## config.mk

```make
export PLATFORM = sky130hd
export DESIGN_NAME = jailbreak_audio_i2s
export DESIGN_NICKNAME = d
export VERILOG_FILES = /design/src/rtl/jailbreak_audio_i2s_pkg.sv /design/src/rtl/jailbreak_audio_i2s_sat_gain.sv /design/src/rtl/jailbreak_audio_i2s.sv
export SDC_FILE = /design/constraint.sdc
export NUM_CORES = 1
export LEC_CHECK = 0
export BUFFER_PORTS_ARGS = -buffer_cell sky130_fd_sc_hd__buf_2
export CORE_AREA = 2 2 88 90
export DETAILED_ROUTE_END_ITERATION = 12
export DIE_AREA = 0 0 90 92
export PLACE_DENSITY = 0.78
export SYNTH_ARGS = -nofsm -noshare
export SYNTH_HDL_FRONTEND = slang
export SYNTH_SLANG_ARGS = --single-unit
```

## constraint.sdc

```tcl
create_clock -name clk -period 4.36 [get_ports clk]
set_input_delay 0.654 -clock clk [delete_from_list [all_inputs] [get_ports clk]]
set_output_delay 0.654 -clock clk [all_outputs]
set_load 0.005 [all_outputs]
```

## src/rtl/jailbreak_audio_i2s_pkg.sv

```systemverilog
// Shared constants for the Jailbreak audio path: sample width, frame/bit timing
// and the width of the frame-average accumulator.
package jailbreak_audio_i2s_pkg;

  localparam int SOUND_W        = 16;
  localparam int WORD_W         = 32;
  localparam int FRAME_LOG2_DEF = 10;
  localparam int BIT_LOG2_DEF   = 4;
  localparam int FRAME_LEN      = 1 << FRAME_LOG2_DEF;
  localparam int BIT_PERIOD     = 1 << BIT_LOG2_DEF;

  localparam logic signed [SOUND_W-1:0] SAT_MAX = 16'sh7FFF;
  localparam logic signed [SOUND_W-1:0] SAT_MIN = 16'sh8000;

  // A full frame of worst-case samples needs FRAME_LOG2 extra bits of headroom.
  function automatic int acc_width(input int frame_log2);
    return SOUND_W + frame_log2;
  endfunction

  localparam int ACC_W = acc_width(FRAME_LOG2_DEF);

endpackage

```

## src/rtl/jailbreak_audio_i2s_sat_gain.sv

```systemverilog
// Combinational volume stage: left-shift a signed sample by 0..3 and clamp the
// result to the 16-bit signed range.
module audio_sat_gain
  import jailbreak_audio_i2s_pkg::*;
(
  input  logic signed [SOUND_W-1:0] i_sample,
  input  logic        [1:0]         i_gain,
  output logic signed [SOUND_W-1:0] o_sample
);

  logic signed [SOUND_W+2:0] w_wide;

  assign w_wide = $signed({{3{i_sample[SOUND_W-1]}}, i_sample}) <<< i_gain;

  always_comb begin
    o_sample = w_wide[SOUND_W-1:0];
    if (w_wide > (SOUND_W+3)'(SAT_MAX)) begin
      o_sample = SAT_MAX;
    end else if (w_wide < (SOUND_W+3)'(SAT_MIN)) begin
      o_sample = SAT_MIN;
    end
  end

endmodule

```

## src/rtl/jailbreak_audio_i2s.sv

```systemverilog
// I2S transmitter for the Jailbreak core: averages the free-running PCM over each
// frame and shifts the scaled mean out on both channels during the following frame.
module jailbreak_audio_i2s
  import jailbreak_audio_i2s_pkg::*;
#(
  parameter int FRAME_LOG2 = FRAME_LOG2_DEF,
  parameter int BIT_LOG2   = BIT_LOG2_DEF
) (
  input  logic                      clk,
  input  logic                      reset,
  input  logic signed [SOUND_W-1:0] sound,
  input  logic        [1:0]         gain,
  input  logic                      mute,
  output logic                      sample_strobe,
  output logic                      audio_mclk,
  output logic                      audio_lrck,
  output logic                      audio_dac
);

  localparam int W_ACC = acc_width(FRAME_LOG2);

  logic        [FRAME_LOG2-1:0] r_count;
  logic signed [W_ACC-1:0]      r_acc;
  logic        [WORD_W-1:0]     r_shift;
  logic                         r_strobe;

  logic                         w_load;
  logic                         w_rotate;
  logic signed [W_ACC-1:0]      w_sum;
  logic signed [SOUND_W-1:0]    w_avg;
  logic signed [SOUND_W-1:0]    w_scaled;

  assign w_load   = &r_count;
  assign w_rotate = &r_count[BIT_LOG2-1:0];
  // The current sample is folded in so the average covers exactly one frame.
  assign w_sum    = r_acc + W_ACC'(sound);
  assign w_avg    = SOUND_W'(w_sum >>> FRAME_LOG2);

  audio_sat_gain u_sat_gain (
    .i_sample (w_avg),
    .i_gain   (gain),
    .o_sample (w_scaled)
  );

  always_ff @(posedge clk) begin
    if (reset) begin
      r_count  <= '0;
      r_acc    <= '0;
      r_shift  <= '0;
      r_strobe <= 1'b0;
    end else begin
      r_count  <= r_count + 1'b1;
      r_strobe <= w_load;
      if (w_load) begin
        r_acc   <= '0;
        // Leading zero gives the I2S one-bit delay after each lrck edge.
        r_shift <= mute ? '0 : {1'b0, w_scaled, {(WORD_W-SOUND_W-1){1'b0}}};
      end else begin
        r_acc <= w_sum;
        if (w_rotate) begin
          r_shift <= {r_shift[WORD_W-2:0], r_shift[WORD_W-1]};
        end
      end
    end
  end

  assign sample_strobe = r_strobe;
  assign audio_mclk    = r_count[1];
  assign audio_lrck    = r_count[FRAME_LOG2-1];
  assign audio_dac     = r_shift[WORD_W-1];

endmodule

```

==> Word-level counts from Yosys, hierarchy flattened <==
Index checks and enable logic that the tools add are counted.
{ "op_classes": {"addsub": 2, "magnitude_cmp": 2, "shift": 1, "mux": 5, "n_reduce_logical": 4} }
{ "op_table": {"columns": ["op", "n"], "rows": [
  ["32-bit two-way mux", 2],
  ["16-bit two-way mux", 2],
  ["31-bit two-way mux", 1],
  ["26-bit by 16-bit adder with 26-bit output", 1],
  ["19-bit by 16-bit > comparator with 1-bit output, second input constant", 1],
  ["19-bit by 16-bit < comparator with 1-bit output, second input constant", 1],
  ["16-bit by 2-bit <<< shifter with 19-bit output", 1],
  ["10-bit by 1-bit adder with 10-bit output, second input constant", 1],
  ["10-bit AND reduction", 1],
  ["4-bit AND reduction", 1],
  ["2-bit nonzero test", 1],
  ["2-bit OR reduction", 1]
]} }
{ "word_totals": {"ff_bits": 69, "input_bits": 21, "word_cells": 18} }

==> Depth between registers and ports, before layout <==
Gate-level depths: netlist of run 1.
{ "depth": {"word_depth": 7, "depth_mapped": 13, "ltp_nobuf": 12} }

==> Cells and area by module <==
Synthesis of run 1 repeated with hierarchy kept, for this count alone.
{ "unflattened": {"hier_cells": 546, "area_unflattened_um2": 4511.8} }
{ "modules_own_cells": {"columns": ["module", "n_inst", "cells_per_inst", "area_per_inst_um2", "seq_area_each_um2"], "rows": [
  ["jailbreak_audio_i2s", 1, 473, 3951.3, 1381.3],
  ["audio_sat_gain", 1, 73, 560.5, 0.0]
]} }

==> Least setup slack after synthesis of run 1 <==
Ideal clock, no wire load.
{ "synth_timing": {"path_kind": "input to register", "startpoint": "input port sound[0]", "endpoint": "register r_shift[15]", "setup_ns": 0.103, "arrival_time_ns": 3.188, "required_time_ns": 4.257, "path_slack_ns": 1.069, "path_stages": 12, "n_path_buf": 0, "path_cell_list": "ha_1 -> inv_1 -> fa_1 -> nand2b_1 -> a21oi_1 -> o21ai_1 -> a21o_1 -> a311oi_2 -> o221ai_2 -> a311oi_4 -> nand3_1 -> a2111oi_2"} }
{ "synth_via": {"elab_chain_cells": 7, "word_cells_on_any_way": 8} }
{ "synth_rtl": {"columns": ["element", "line_no", "text"], "rows": [
  ["start, declared", "jailbreak_audio_i2s.sv:11", "input logic signed [SOUND_W-1:0] sound,"],
  ["26-bit by 16-bit adder with 26-bit output (*)", "jailbreak_audio_i2s.sv:36", "assign w_sum = r_acc + W_ACC'(sound);"],
  ["16-bit by 2-bit <<< shifter with 19-bit output (*)", "jailbreak_audio_i2s_sat_gain.sv:13", "assign w_wide = $signed({{3{i_sample[SOUND_W-1]}}, i_sample}) <<< i_gain;"],
  ["19-bit by 16-bit < comparator with 1-bit output", "jailbreak_audio_i2s_sat_gain.sv:19", "end else if (w_wide < (SOUND_W+3)'(SAT_MIN)) begin"],
  ["16-bit two-way mux", "jailbreak_audio_i2s_sat_gain.sv:19", null],
  ["16-bit two-way mux (*)", "jailbreak_audio_i2s_sat_gain.sv:17", "if (w_wide > (SOUND_W+3)'(SAT_MAX)) begin"],
  ["31-bit two-way mux (*)", "jailbreak_audio_i2s.sv:57", "r_shift <= mute ? '0 : {1'b0, w_scaled, {(WORD_W-SOUND_W-1){1'b0}}};"],
  ["32-bit two-way mux (*)", "jailbreak_audio_i2s.sv:54", "if (w_load) begin"],
  ["end signal, assigned", "jailbreak_audio_i2s.sv:57", null],
  ["end signal, assigned", "jailbreak_audio_i2s.sv:61", "r_shift <= {r_shift[WORD_W-2:0], r_shift[WORD_W-1]};"],
  ["end, declared", "jailbreak_audio_i2s.sv:24", "logic [WORD_W-1:0] r_shift;"]
]} }
Every way passes the cells marked *; elsewhere a longest branch is shown, timed or not.
A chain may end at the register's enable or synchronous reset.

==> Worst setup path in the final report of run 1 <==
{ "layout_timing": {"startpoint": "input port sound[15]", "endpoint": "register r_shift[15]"} }
The elaborated chain is that of the path after synthesis.

==> impl_metrics.env, run 1 <==
export IMPL_status="finished, final reports clean"
export IMPL_grt_max_degree=41
export IMPL_avgSynthCellArea_um2=7.86
export IMPL_design_area_um2=4650
export IMPL_final_util=0.624
export IMPL_yosysUniqueCellTypes=61
export IMPL_fin_nets=608
export IMPL_fin_skew_ps=9.52
export IMPL_start_kind="input pin"
export IMPL_holdCritPathClass="reg -> reg"
export IMPL_met3_length_um=328
export IMPL_firstDrtPassIters=5
export IMPL_synth_net_count=599
export IMPL_gp_congestion=0.896
export IMPL_cts_htree_levels=3
export IMPL_dr_first_iter_drc_count=323
export IMPL_grt_pass1_wl_um=17100
export IMPL_hold_viol=0
export IMPL_async_reset_ff_frac=0
export IMPL_cts_sinks=69
export IMPL_rsz0062_at_grt="false"
export IMPL_end_kind="flop"
export IMPL_post_cts_buffers=0
export IMPL_antenna_found_initial=0
export IMPL_ys_seq_area_frac=0.319
export IMPL_setup_viol=0
export IMPL_dieWidth_um=90
export IMPL_synth_edff_count=0
export IMPL_die_h_um=92
export IMPL_fin_setup_tns_ps=0
export IMPL_drt_wl_total_um=9970
export IMPL_maxUsedRoutingLayer="met4"
export IMPL_root_buffer="clkbuf_8"
export IMPL_drt_vias_per_instance=5.91
export IMPL_crit_required_ps=4610
export IMPL_max_cap_viol_count=0
export IMPL_synth_ff_latch_count=69
export IMPL_grtUsageTotal=0.250
export IMPL_num_vias=3945
export IMPL_dieArea_um2=8280
export IMPL_gr_total_overflow=0
export IMPL_area_growth_synth_to_final_pct=7.31
export IMPL_synth_area_um2=4330
export IMPL_clk_pin_slew_ps=80
export IMPL_ctsResizeCount=0
export IMPL_path_max_fanout=13
export IMPL_hpwl_um=7320
export IMPL_antenna_left=0
export IMPL_finalCriticalPeriod_ps=3600
export IMPL_wl_met1_um=4700
export IMPL_cts_hold_buf=0
export IMPL_io_buffers=24
export IMPL_cts_buffers=9
export IMPL_power_mw=2.90
export IMPL_p_per_area_nw_per_um2=625
export IMPL_route_detailed_drc=0
export IMPL_ys_warn_count=0
export IMPL_layout_drive_gt1_share=0.112
export IMPL_insertedDiodeCount=0
export IMPL_cts_tree="built"
export IMPL_ir_drop_v=0.000296
export IMPL_start_util=0.581
export IMPL_io_pins=25
export IMPL_syn_instance_count=551
export IMPL_design_core_area_um2=7450
export IMPL_grt_pass1_vias=3750
export IMPL_relSlewSlack=0.323
export IMPL_post_route_period_util=0.826
export IMPL_place_area_um2=4470
export IMPL_max_freq_mhz=278
export IMPL_rows=32
export IMPL_wl_met2_um=4640
export IMPL_worstMarginPinSlew_ps=1010
export IMPL_crit_type="in -> reg"
export IMPL_drv_slew=0
export IMPL_avgRoutedWirePerCell_um=15.0
export IMPL_insertion_delay_ps=350
export IMPL_ys_flop_type="dfxtp_1"
export IMPL_leakage_nw=1.81
export IMPL_arrival_ps=3850
export IMPL_cts_max_path_buffers=2
## worst max-delay path, stage by stage
cell and delay, ps:
buf_2 190, ha_1 490, a21oi_1 160, o21ai_0 340, or3_1 170, o211ai_1 100, a311oi_2 380, o221ai_2 200
a311oi_4 630, nand3_1 180, a2111oi_2 380
## stage by stage
step | std cells | hold slack (ps) | setup WS [ps]
2_1_floorplan | 551 | 417 | 1070
3_3_place_gp | 651 | 429 | 518
3_5_place_dp | 651 | 445 | 440
4_1_cts | 667 | 456 | 793
5_1_grt | 667 | 478 | 531
6_report | 667 | 454 | 757
## where the power goes
group	leakage (nW)	switching, mW	internal [mW]
logic	1.16	1.01	0.643
clock network	0.0898	0.265	0.208
registers	0.563	0.0363	0.737
total	1.81	1.31	1.59
## placed cells by master (no fill, tap or decap), types with 2 or more instances in the layout
master,n
nand4_1,5
inv_1,12
a311oi_2,2
ha_1,26
o21ai_1,3
a2111oi_2,3
o21bai_1,2
o21a_1,2
a211o_1,3
nor3_1,8
a21oi_1,52
a211oi_1,10
clkbuf_8,9
mux4_2,5
a311oi_1,3
dfxtp_1,69
nand3_1,18
inv_6,2
buf_2,24
a31oi_1,4
a21o_1,13
nand2_1,83
and3_1,9
nand3b_1,2
o22ai_1,2
buf_4,3
nor2b_1,10
o21ai_0,26
clkinv_2,3
mux2i_1,3
nand2b_1,3
or3_1,3
nor4_1,4
xor2_1,17
xnor2_1,15
o211ai_1,6
nor2_1,76
## state kept, by name, indices dropped and copies added, names as in the netlist
signal and flops:
r_acc 26, r_count 10, r_shift 32, sample_strobe 1
## routing by layer
metal | up-vias | track usage
met5 | - | 0
met4 | 0 | 0.113
met3 | 28 | 0.0403
met2 | 87 | 0.410
met1 | 1855 | 0.326
li1 | 1975 | -
## worst paths after layout
| kind | startpoint | end | slack (ps) | depth (start not counted) |
|---|---|---|---|---|
| worst max-delay path | sound[15] | r_shift[15]$_SDFFE_PP0P_ | 760 | 11 |
| worst min-delay path | r_shift[13]$_SDFFE_PP0P_ | r_shift[14]$_SDFFE_PP0P_ | 450 | 2 |
| worst max register to register | r_acc[0]$_SDFF_PP0_ | r_shift[15]$_SDFFE_PP0P_ | 830 | 12 |
| worst min register to register | r_shift[13]$_SDFFE_PP0P_ | r_shift[14]$_SDFFE_PP0P_ | 450 | 2 |
## cell usage after synthesis (4+ instances only)
cell type  count  area [um^2]
clkbuf_1      21         78.8
nor2_1        76          285
ha_1          26          325
o211ai_1       6         45.0
nand2_1       83          312
nand3_1       18         90.1
a31oi_1        4         25.0
nand4_1        5         31.3
dfxtp_1       69         1380
xor2_1        17          149
mux4_2         5          113
inv_1         12         45.0
a211oi_1      10         75.1
a21oi_1       52          260
xnor2_1       15          131
a21o_1        13         97.6
nor4_1         4         25.0
nor3_1         8         40.0
o21ai_0       26          130
buf_2          4         20.0
nor2b_1       10         62.6
and3_1         9         56.3
## kinds of logic (layout without fill, tap and decap cells)
kind of cell    after synthesis  count (layout)  share of synthesized area
xor+xnor                     32              32                     0.0647
buf+inv                      41              55                     0.0396
flops                        69              69                      0.319
fa+ha+maj                    27              27                     0.0798
mux                           9               9                     0.0355
compound gates              146             146                      0.230
simple gates                227             227                      0.231
## final cells by class
cell class              instances  area, um^2
clock buffers                   9         124
clock inverters                 7        48.8
fillers                       700        2800
inverters                      12        45.0
multi-input cells             441        2780
flip-flops and latches         69        1380
well taps                     102         128
repair buffers                 27         143
Note: power is estimated with default switching activity, not from simulation.
==> inputs of run 2 (changes only) <==
==> constraint.sdc (replaced) <==
create_clock -name clk -period 3.5 [get_ports clk]
set_input_delay 0.525 -clock clk [delete_from_list [all_inputs] [get_ports clk]]
set_output_delay 0.525 -clock clk [all_outputs]
set_load 0.005 [all_outputs]
==> run 2 against run 1 <==
  * Clock skew down 2.5 ps
  * Critical path type is now reg -> reg
  * Critical path depth up 3
  * Global-route usage up 0.95 points
  * Design area up 5.5%
  * Sequential cell count stayed put
==> impl_metrics.env, run 2 (synthesis results as in run 1) <==
export IMPL_worstMarginPinSlew_ps=1030
export IMPL_crit_required_ps=3740
export IMPL_path_cells="ha_1 -> inv_1 -> fa_1 -> nand2b_1 -> a21oi_1 -> o21ai_1 -> a21o_1 -> a311oi_4 -> a2bb2oi_1 -> buf_4 -> a221oi_2 -> nor2_1 -> buf_4 -> a2111oi_2"
export IMPL_grt_max_degree=40
export IMPL_gr_total_overflow=0
export IMPL_cts_hold_buf=0
export IMPL_setup_viol=0
export IMPL_rows=32
export IMPL_end_kind="flop"
export IMPL_root_buffer="clkbuf_8"
export IMPL_status="finished, final reports clean"
export IMPL_instances_no_fill=690
export IMPL_ctsResizeCount=0
export IMPL_fin_skew_ps=7.06
export IMPL_cts_sinks=69
export IMPL_p_per_area_nw_per_um2=813
export IMPL_crit_type="reg -> reg"
export IMPL_insertion_delay_ps=350
export IMPL_cts_tree="built"
export IMPL_start_kind="flop"
export IMPL_setup_ws_ps=263
export IMPL_max_cap_viol_count=0
export IMPL_cts_buffers=9
export IMPL_start_util=0.581
export IMPL_fin_nets=631
export IMPL_insertedDiodeCount=0
export IMPL_critical_path_max_stage_delay_ps=390
export IMPL_grtUsageTotal=0.260
export IMPL_dp_cells=674
export IMPL_relSlewSlack=0.308
export IMPL_crit_buf_inv=3
export IMPL_cpMaxStageDelayCell="fa_1"
export IMPL_place_area_um2=4660
export IMPL_gp_congestion=0.900
export IMPL_drt_vias_per_instance=5.87
export IMPL_post_route_period_util=0.925
export IMPL_cts_htree_levels=3
export IMPL_dr_first_iter_drc_count=271
export IMPL_hold_viol=0
export IMPL_largestRegisters="r_shift (32), r_acc (26), r_count (10)"
export IMPL_layout_drive_gt1_share=0.146
export IMPL_avgRoutedWirePerCell_um=14.8
export IMPL_firstDrtPassIters=5
export IMPL_route_detailed_drc=0
export IMPL_die_h_um=92
export IMPL_antenna_left=0
export IMPL_io_pins=25
export IMPL_antenna_found_initial=0
export IMPL_pre_cts_ws_ps=-59.9
export IMPL_grt_pass1_wl_um=17800
export IMPL_clk_pin_slew_ps=80
export IMPL_ir_drop_v=0.000484
export IMPL_largest_register_ff_count=32
export IMPL_grt_pass1_vias=3855
export IMPL_io_buffers=24
export IMPL_finalCriticalPeriod_ps=3240
export IMPL_max_freq_mhz=309
export IMPL_rsz0062_at_grt="false"
export IMPL_drt_wl_total_um=10200
export IMPL_final_cell_mix="nand2_1, nor2_1, dfxtp_1"
export IMPL_arrival_ps=3480
export IMPL_leakage_nw=1.96
export IMPL_dieArea_um2=8280
export IMPL_holdCritPathClass="reg -> reg"
export IMPL_mostFrequentLayoutCell="nand2_1"
export IMPL_crit_top_cell="buf_4"
export IMPL_design_core_area_um2=7450
export IMPL_drv_slew=0
export IMPL_area_growth_synth_to_final_pct=13.2
export IMPL_design_area_um2=4900
export IMPL_dieWidth_um=90
export IMPL_top_register="r_shift"
export IMPL_path_max_fanout=5
export IMPL_num_vias=4050
export IMPL_post_cts_buffers=0
export IMPL_cts_max_path_buffers=2
export IMPL_whs_ps=454
export IMPL_critPathTopFamily="compound AO/OA/AOI/OAI gates"
export IMPL_hpwl_um=7550
[run 2: cell types whose count changed in the layout (fill, tap and decap cells not counted)]
cell | previous run | this run
buf_4 | 3 | 25
a311oi_4 | 1 | 2
a311oi_2 | 2 | 1
clkbuf_8 | 9 | 10
clkinv_2 | 3 | 0
bufinv_16 | 0 | 2
buf_12 | 0 | 1
[run 2: power breakdown]
part | switching, mW | leakage, nW | internal, mW
Clock | 0.335 | 0.113 | 0.427
Sequential | 0.0442 | 0.563 | 0.918
Combinational | 1.30 | 1.28 | 0.960
Total | 1.68 | 1.96 | 2.31
[run 2: final timing paths]
check	to	startpoint	slack [ps]	cells after the start
setup / recovery	r_shift[23]$_SDFFE_PP0P_	r_acc[0]$_SDFF_PP0_	260	14
hold / removal	r_shift[7]$_SDFFE_PP0P_	r_shift[6]$_SDFFE_PP0P_	450	2
setup reg to reg	r_shift[23]$_SDFFE_PP0P_	r_acc[0]$_SDFF_PP0_	260	14
hold reg to reg	r_shift[7]$_SDFFE_PP0P_	r_shift[6]$_SDFFE_PP0P_	450	2
[run 2: stage by stage]
| stage | utilization | setup TNS (ps) | power (mW) |
|---|---|---|---|
| 6_report | 0.658 | 0 | 3.99 |
| 5_1_grt | 0.658 | 0 | 4.27 |
| 4_1_cts | 0.657 | 0 | 3.95 |
| 3_5_place_dp | 0.626 | -154 | 3.18 |
| 3_3_place_gp | 0.626 | 0 | 3.13 |
| 2_1_floorplan | - | 0 | 2.56 |
[run 2: cell type report]
type                       count  area [um^2]
inverter                      12         45.0
fill                         638         2550
clock buffer                  10          138
clock inverter                 6         93.8
tap                          102          128
multi-input combinational    441         2790
sequential                    69         1380
timing repair buffer          50          328
[run 2: per-layer routing]
| layer | vias up | global-route usage | routed length (um) |
|---|---|---|---|
| met5 | - | 0 | 0 |
| met3 | 29 | 0.0485 | 393 |
| li1 | 2026 | - | - |
| met2 | 93 | 0.425 | 4790 |
| met1 | 1902 | 0.341 | 4730 |
| met4 | 0 | 0.100 | 299 |
[run 2: worst min-delay path, delay by kind of cell, from the launching register on]
kind             cells  cell delay [ps]
flip-flops           1              310
AO/OA/AOI/OAI        1               50
AND/OR/NAND/NOR      1               50
==> inputs of run 3 (changes only) <==
--- a/config.mk
+++ b/config.mk
@@ -9,6 +9,7 @@
 export CORE_AREA = 2 2 88 90
 export DETAILED_ROUTE_END_ITERATION = 12
 export DIE_AREA = 0 0 90 92
+export GPL_TIMING_DRIVEN = 0
 export PLACE_DENSITY = 0.78
 export SYNTH_ARGS = -nofsm -noshare
 export SYNTH_HDL_FRONTEND = slang
==> constraint.sdc (replaced) <==
create_clock -name clk -period 3.27 [get_ports clk]
set_input_delay 0.4905 -clock clk [delete_from_list [all_inputs] [get_ports clk]]
set_output_delay 0.4905 -clock clk [all_outputs]
set_load 0.005 [all_outputs]
==> run 3 against run 2 <==
  * Register-to-register slack got worse by 130 ps
  * Largest power group unchanged
  * Routed wire length increased by 5.4%
  * Critical path type unchanged
  * Core utilization increased by 0.10 points
  * Design area increased by 0.15%
  * Maximum frequency increased by 3.2%
==> impl_metrics.env, run 3 (synthesis results as in run 1) <==
export IMPL_finalCriticalPeriod_ps=3140
export IMPL_path_max_fanout=6
export IMPL_insertion_delay_ps=350
export IMPL_holdCritPathClass="reg -> reg"
export IMPL_critical_path_max_stage_delay_ps=410
export IMPL_final_cell_mix="nand2_1, nor2_1, dfxtp_1"
export IMPL_design_core_area_um2=7450
export IMPL_route_detailed_drc=0
export IMPL_rows=32
export IMPL_fin_setup_tns_ps=0
export IMPL_crit_required_ps=3540
export IMPL_worstMarginPinSlew_ps=669
export IMPL_io_buffers=22
export IMPL_root_buffer="clkbuf_8"
export IMPL_place_area_um2=4570
export IMPL_end_kind="flop"
export IMPL_setup_viol=0
export IMPL_fin_nets=640
export IMPL_design_area_um2=4910
export IMPL_cts_htree_levels=3
export IMPL_clk_pin_slew_ps=80
export IMPL_critPathTopFamily="compound AO/OA/AOI/OAI gates"
export IMPL_gp_congestion=0.971
export IMPL_hpwl_um=7750
export IMPL_p_int_mw=2.24
export IMPL_fin_skew_ps=10.8
export IMPL_mostFrequentLayoutCell="nand2_1"
export IMPL_layout_drive_gt1_share=0.148
export IMPL_clockPowerShare=0.171
export IMPL_drv_slew=0
export IMPL_grtUsageTotal=0.253
export IMPL_instances_no_fill=698
export IMPL_top_register="r_shift"
export IMPL_pwr_share_comb=0.575
export IMPL_grt_pass1_vias=3813
export IMPL_hold_viol=0
export IMPL_max_cap_viol_count=0
export IMPL_cts_buffers=9
export IMPL_cts_max_path_buffers=2
export IMPL_p_per_area_nw_per_um2=824
export IMPL_crit_buf_inv=2
export IMPL_avgRoutedWirePerCell_um=15.4
export IMPL_firstDrtPassIters=5
export IMPL_drt_wl_total_um=10800
export IMPL_insertedDiodeCount=0
export IMPL_num_vias=4154
export IMPL_grt_max_degree=13
export IMPL_largestRegisters="r_shift (32), r_acc (26), r_count (10)"
export IMPL_cts_sinks=69
export IMPL_p_seq_frac=0.254
export IMPL_post_route_period_util=0.959
export IMPL_area_growth_synth_to_final_pct=13.4
export IMPL_grt_pass1_wl_um=17200
export IMPL_dp_cells=675
export IMPL_multi_input_area_um2=2870
export IMPL_seq_area_um2=1380
export IMPL_largest_register_ff_count=32
export IMPL_leakage_nw=1.91
export IMPL_dieWidth_um=90
export IMPL_ir_drop_v=0.000472
export IMPL_io_pins=25
export IMPL_switching_power_mw=1.80
export IMPL_start_util=0.581
export IMPL_max_freq_mhz=319
export IMPL_cts_tree="built"
export IMPL_start_kind="flop"
export IMPL_dr_first_iter_drc_count=370
export IMPL_crit_type="reg -> reg"
export IMPL_rsz0062_at_grt="false"
export IMPL_antenna_left=0
export IMPL_relSlewSlack=0.554
export IMPL_path_cells="ha_1 -> and4_1 -> a21o_1 -> nor2_2 -> a21oi_1 -> o21ai_1 -> a41oi_2 -> a311oi_4 -> buf_6 -> buf_4 -> o211ai_2 -> a311oi_2"
export IMPL_cpMaxStageDelayCell="a311oi_4"
export IMPL_setup_ws_ps=134
export IMPL_fill_cells=672
export IMPL_die_h_um=92
export IMPL_gr_total_overflow=0
export IMPL_drt_vias_per_instance=5.95
export IMPL_swShare=0.446
export IMPL_dieArea_um2=8280
export IMPL_antenna_found_initial=0
export IMPL_final_util=0.659
export IMPL_pre_cts_ws_ps=-389
export IMPL_arrival_ps=3410
export IMPL_status="finished, final reports clean"
[run 3: final timing paths]
path                            startpoint                  endpoint  slack [ps]  cells past startpoint
hold reg to reg   r_shift[11]$_SDFFE_PP0P_  r_shift[12]$_SDFFE_PP0P_         450                      2
setup / recovery      r_acc[10]$_SDFF_PP0_  r_shift[18]$_SDFFE_PP0P_         130                     12
hold / removal    r_shift[11]$_SDFFE_PP0P_  r_shift[12]$_SDFFE_PP0P_         450                      2
setup reg to reg      r_acc[10]$_SDFF_PP0_  r_shift[18]$_SDFFE_PP0P_         130                     12
[run 3: per-stage QoR]
stage	total power [mW]	hold slack (ps)
2_1_floorplan	2.74	417
3_3_place_gp	3.14	425
3_5_place_dp	3.18	446
4_1_cts	3.92	453
5_1_grt	4.31	470
6_report	4.04	452
[run 3: worst min-delay path, stage by stage (launching register included)]
cell     delay [ps]
dfxtp_1         310
nand2_1          50
a21oi_1          50
[run 3: final cells by class]
class,count,area share
Buffer,29,0.0257
Clock buffer,9,0.0252
Clock inverter,6,0.0133
Inverter,12,0.00918
Multi-Input combinational cell,441,0.584
Sequential cell,69,0.282
Tap cell,102,0.0260
Timing Repair Buffer,30,0.0352
[run 3: layer usage]
| metal | track usage | vias to the layer above | wire (um) |
|---|---|---|---|
| met5 | 0 | - | 0 |
| met4 | 0.104 | 0 | 296 |
| met3 | 0.0509 | 32 | 590 |
| met2 | 0.422 | 138 | 5030 |
| met1 | 0.322 | 1936 | 4850 |
| li1 | - | 2048 | - |
[run 3: power by group through the flow]
stage | logic (mW) | clock network (mW) | registers (mW)
after detailed placement | 2.13 | 0 | 1.05
after global routing | 2.54 | 0.733 | 1.04
after floorplan | 1.70 | 0 | 1.03
after global placement | 2.10 | 0 | 1.04
after CTS | 2.19 | 0.705 | 1.03
final | 2.32 | 0.692 | 1.03
[run 3: repair_timing]
item / 4_1_cts / 5_1_grt
endpoints found under the setup margin: 10 / 15
hold buffers: 0 / 0
resized for setup: 3 / 23
endpoints found under the hold margin: 0 / 0
pin swaps: 1 / 11
buffers inserted: 1 / 7
